$ cat src/rtl/pattern_stim_misr.sv
// pattern_stim_misr: LFSR stimulus source plus MISR response compactor
// for self-testing the merged-pattern benchmark netlists.
// Ports: blif_clk_net / blif_reset_net (async, active-high) clock and reset;
//   start, seed, num_vec, golden   run control (num_vec taken on start,
//                                  golden taken in DONE);
//   stim_out, stim_valid           registered stimulus to the netlist;
//   dut_resp                       netlist response, LAT cycles behind;
//   busy, done, signature, pass    run status and verdict.

module pattern_stim_misr #(
  parameter int IN_W  = 11,
  parameter int OUT_W = 11,
  parameter int CNT_W = 16,
  parameter int LAT   = 2
) (
  input  logic             blif_clk_net,
  input  logic             blif_reset_net,
  input  logic             start,
  input  logic [15:0]      seed,
  input  logic [CNT_W-1:0] num_vec,
  input  logic [15:0]      golden,
  output logic [IN_W-1:0]  stim_out,
  output logic             stim_valid,
  input  logic [OUT_W-1:0] dut_resp,
  output logic             busy,
  output logic             done,
  output logic [15:0]      signature,
  output logic             pass
);

  localparam logic [15:0] POLY = 16'hB400;

  typedef enum logic [2:0] {
    S_IDLE,
    S_SEED,
    S_RUN,
    S_DRAIN,
    S_DONE
  } state_t;

  state_t           state_q, state_d;
  logic [15:0]      lfsr_q, lfsr_d;
  logic [15:0]      misr_q, misr_d;
  logic [15:0]      sig_q, sig_d;
  logic [CNT_W-1:0] vec_q, vec_d;
  logic [3:0]       drn_q, drn_d;
  logic             pass_q, pass_d;
  logic             cap_en;
  logic [15:0]      resp_ext;

  function automatic logic [15:0] lfsr_step(input logic [15:0] v);
    return (v >> 1) ^ (v[0] ? POLY : 16'h0000);
  endfunction

  assign stim_out   = lfsr_q[IN_W-1:0];
  assign stim_valid = (state_q == S_RUN);
  assign busy       = (state_q != S_IDLE);
  assign done       = (state_q == S_DONE);
  assign signature  = sig_q;
  assign pass       = pass_q;

  always_comb begin
    resp_ext = '0;
    resp_ext[OUT_W-1:0] = dut_resp;
  end

  // cap_en marks the cycle a response to an applied vector arrives
  generate
    if (LAT == 0) begin : g_nolat
      assign cap_en = stim_valid;
    end else begin : g_lat
      logic [LAT-1:0] pipe_q, pipe_d;

      always_comb begin
        pipe_d    = pipe_q << 1;
        pipe_d[0] = stim_valid;
        if (state_q == S_SEED) begin
          pipe_d = '0;
        end
      end

      always_ff @(posedge blif_clk_net or posedge blif_reset_net) begin
        if (blif_reset_net) begin
          pipe_q <= '0;
        end else begin
          pipe_q <= pipe_d;
        end
      end

      assign cap_en = pipe_q[LAT-1];
    end
  endgenerate

  always_comb begin
    state_d = state_q;
    lfsr_d  = lfsr_q;
    misr_d  = misr_q;
    vec_d   = vec_q;
    drn_d   = drn_q;
    sig_d   = sig_q;
    pass_d  = pass_q;

    if (cap_en) begin
      misr_d = lfsr_step(misr_q) ^ resp_ext;
    end

    unique case (state_q)
      S_IDLE: begin
        if (start) begin
          vec_d   = num_vec;
          state_d = S_SEED;
        end
      end
      S_SEED: begin
        lfsr_d  = (seed == 16'h0000) ? 16'h0001 : seed;
        misr_d  = '0;
        state_d = (vec_q != '0) ? S_RUN : S_DONE;
      end
      S_RUN: begin
        lfsr_d = lfsr_step(lfsr_q);
        vec_d  = vec_q - CNT_W'(1);
        // drain counts down LAT-1..0, giving LAT cycles in DRAIN
        drn_d  = 4'(LAT - 1);
        if (vec_q == CNT_W'(1)) begin
          state_d = (LAT == 0) ? S_DONE : S_DRAIN;
        end
      end
      S_DRAIN: begin
        if (drn_q == 4'd0) begin
          state_d = S_DONE;
        end else begin
          drn_d = drn_q - 4'd1;
        end
      end
      S_DONE: begin
        sig_d   = misr_q;
        pass_d  = (misr_q == golden);
        state_d = S_IDLE;
      end
      default: begin
        state_d = S_IDLE;
      end
    endcase
  end

  always_ff @(posedge blif_clk_net or posedge blif_reset_net) begin
    if (blif_reset_net) begin
      state_q <= S_IDLE;
      lfsr_q  <= 16'h0001;
      misr_q  <= '0;
      vec_q   <= '0;
      drn_q   <= '0;
      sig_q   <= '0;
      pass_q  <= 1'b0;
    end else begin
      state_q <= state_d;
      lfsr_q  <= lfsr_d;
      misr_q  <= misr_d;
      vec_q   <= vec_d;
      drn_q   <= drn_d;
      sig_q   <= sig_d;
      pass_q  <= pass_d;
    end
  end

endmodule

$ cat config.mk
export PLATFORM = sky130hd
export DESIGN_NAME = pattern_stim_misr
export DESIGN_NICKNAME = d
export VERILOG_FILES = /design/src/rtl/pattern_stim_misr.sv
export SDC_FILE = /design/constraint.sdc
export NUM_CORES = 1
export LEC_CHECK = 0
export BUFFER_PORTS_ARGS = -buffer_cell sky130_fd_sc_hd__buf_2
export CAP_MARGIN = 20
export CORE_ASPECT_RATIO = 1.1
export CORE_UTILIZATION = 50
export DETAILED_ROUTE_END_ITERATION = 8
export PLACE_DENSITY_LB_ADDON = 0.3
export SYNTH_ARGS = -nofsm -noshare
export SYNTH_HDL_FRONTEND = slang
export SYNTH_SLANG_ARGS = --single-unit
$ cat constraint.sdc
create_clock -name blif_clk_net -period 4.5 [get_ports blif_clk_net]
set_input_delay 0.675 -clock blif_clk_net [delete_from_list [all_inputs] [get_ports blif_clk_net]]
set_output_delay 0.675 -clock blif_clk_net [all_outputs]
set_load 0.005 [all_outputs]
==> results.py <==
metrics = {
    "timing": {
        "layout_min_cycle_time_ns": 2.98,
        "fmax_mhz": 336,
        "slew_violations": 0,
        "setup_viol": 0,
        "finClkSkew_ns": 0.00736,
        "rsz0062_at_grt": "no",
        "relSlewSlack": 0.377,
        "period_share": 0.661,
        "worst_pin_slew_ns": 0.935,
        "setup_tns_ns": 0,
        "hold_violations": 0,
    },
    "clocking": {
        "clockBufferDepth": 2,
        "cts-root-buf": "clkbuf_8",
        "cts_sinks": 74,
        "ctsHoldBuffers": 0,
        "cts_made_buffers": 9,
        "cts_resized": 0,
        "clk_pin_slew_ns": 0.08,
        "clock_latency_ns": 0.34,
        "tritoncts": "done",
        "post-cts-setup-buffer-count": 0,
        "htreeDepth": 3,
    },
    "die": {
        "start_util": 0.515,
        "die_h_um": 93.8,
        "core_um2": 7430,
        "die-area_um2": 8010,
        "die_x_um": 85.4,
        "rows": 33,
        "ios": 93,
    },
    "logic_synthesis": {
        "ys_top_cells_by_count": "dfrtp_1 (73), nand2_1 (40), nor2_1 (34)",
        "synth.most_common_cell": "dfrtp_1",
        "async_reset_ff_frac": 1.00,
        "synth_area_leaders": "dfrtp_1 (48%), xnor2_1 (7.3%), mux2_2 (5.0%)",
        "synth_seq_cells": 74,
        "syn-mean-instance-area_um2": 10.1,
        "synth-seq-area-share": 0.484,
        "synth.distinct_cells": 54,
        "synthFlopType": "dfrtp_1",
        "synth_top_area_frac": 0.477,
        "synth_nets": 445,
        "ys_warn_count": 0,
        "synth_edf_count": 0,
        "synth_top_area_cell": "dfrtp_1",
        "syn_area_um2": 3830,
        "syn-instance-count": 379,
    },
    "pwr": {
        "powerDensity_nw_per_um2": 439,
        "leakage_nw": 2.03,
        "ir_drop_uv": 267,
    },
    "worst_setup_path": {
        "required_ns": 3.83,
        "reg2reg_depth": 5,
        "cp-end-kind": "primary output",
        "worst_ep_arrival_time_ns": 2.30,
        "timing_worst_setup_path_type": "flip-flop to primary output",
        "r2r_setup_slack_ns": 1.64,
        "slowest_stage": "or3b_1",
        "crit_path_max_incr_delay_ns": 0.70,
        "reg2reg_to": "vec_q[7]",
        "cp_max_fo": 34,
        "path_cells": "or3b_1 -> inv_2 -> buf_2",
        "r2r_start": "state_q[2]",
        "cp-start-kind": "flip-flop",
    },
    "placement": {
        "globalplace.congestion": 0.885,
        "io_buffers": 92,
        "dpl_cell_area_um2": 4230,
        "dpl.hpwl_mm": 5.93,
    },
    "global_route": {
        "grt_pass1_vias": 2962,
        "antenna_found_initial": 0,
        "grt_max_degree": 42,
        "grt_usage": 0.219,
        "gr-total-overflow": 0,
        "grt_pass1_wl_mm": 13.7,
    },
    "final_layout": {
        "fillCellCount": 634,
        "finalNetCount": 517,
        "n_antenna_cell": 0,
        "fin_area_um2": 4390,
        "area_delta_synth_final_pct": 14.7,
        "drive_above_1_share": 0.298,
    },
    "min_path": {
        "hp-class": "primary input to async pin",
    },
    "drt": {
        "first_pass_iters": 4,
        "route.detailed.drc": 0,
        "wl_mm": 8.28,
        "vias": 3080,
        "via_per_inst": 5.67,
        "wl_per_cell_um": 15.3,
        "drtIter0Drc": 174,
        "ant_nets": 0,
    },
    "outcome": {
        "status": "finished, final reports clean",
    },
    "run": {
        "maxCapViolations": 0,
    },
}
==> flip-flops by register name, indices dropped and copies added, names as in the netlist <==
register      flops
lfsr_q           16
pass              1
drn_q             4
vec_q            16
state_q           3
misr_q           16
signature        16
g_lat.pipe_q      2
==> area by class of cell <==
type | instances | area [um2] | share of cell area
multi-input combinational | 261 | 1750 | 0.398
clock inverter | 3 | 15.0 | 0.00342
clock buffer | 13 | 149 | 0.0339
timing repair buffer | 94 | 475 | 0.108
inverter | 11 | 41.3 | 0.00941
sequential | 74 | 1850 | 0.422
tap | 87 | 109 | 0.0248
==> report_power, final <==
part / total, mW / internal [mW] / switching [mW]
combinational: 0.466 / 0.280 / 0.186
clock: 0.446 / 0.214 / 0.233
sequential: 1.02 / 0.826 / 0.190
total: 1.93 / 1.32 / 0.609
==> worst max path at each step <==
stage                   start  slack [ns]          to
2_1_floorplan  blif_reset_net        1.95    drn_q[0]
3_3_place_gp       state_q[2]        1.79    vec_q[7]
3_5_place_dp       state_q[2]        1.71    vec_q[7]
4_1_cts            state_q[2]        1.55  stim_valid
5_1_grt            state_q[2]        1.39  stim_valid
6_report           state_q[2]        1.52  stim_valid
==> cell families (layout without fill, tap and decap cells) <==
kind of cell | count (synthesis) | count (layout) | synth area share
simple gates | 130 | 130 | 0.168
flops | 74 | 74 | 0.484
compound gates | 67 | 67 | 0.123
buf+inv | 44 | 121 | 0.0608
xor+xnor | 35 | 35 | 0.0801
mux | 25 | 25 | 0.0709
fa+ha+maj | 4 | 4 | 0.0131
==> routing by layer <==
metal	global-route usage	vias up	routed length, um
met2	0.351	111	3910
met4	0.0917	0	181
li1	-	1479	-
met1	0.294	1470	3670
met3	0.0395	20	520
met5	0	-	0
==> layout by cell type, fill, tap and decap left out, types with 2 or more instances in the layout <==
cell,instances
buf_2,92
dfrtp_1,73
nand2_1,40
nor2_1,34
xnor2_1,32
mux2_2,17
a211oi_1,13
a22oi_1,13
o21ai_0,13
clkbuf_8,10
inv_1,9
nor3_1,9
nor4_1,9
nand3_1,9
a21oi_1,8
mux2i_1,8
nand4_1,6
or3_1,4
ha_1,4
and2_1,3
xor2_1,3
a31oi_1,3
clkbuf_1,3
clkinv_2,3
nor3b_1,2
inv_2,2
or4b_2,2
or3b_2,2
o211ai_1,2
a221o_1,2
o311ai_0,2
buf_4,2
==> metrics by stage <==
step           hold slack (ns)  total power [mW]  setup WS (ns)  instances   util
6_report                 0.436              1.93           1.52        543  0.591
5_1_grt                  0.513              2.05           1.39        543  0.591
4_1_cts                  0.456              1.95           1.55        543  0.591
3_5_place_dp             0.472              1.50           1.71        527  0.569
3_3_place_gp             0.458              1.48           1.79        527  0.569
2_1_floorplan            0.439              1.39           1.95        379      -
==> critical path: cells and delay by family (launching register included) <==
family        cells  cell delay (ns)
simple gates      1             0.70
buf+inv           2             0.77
flops             1             0.48
No activity file was read; power rests on OpenSTA's default activity.
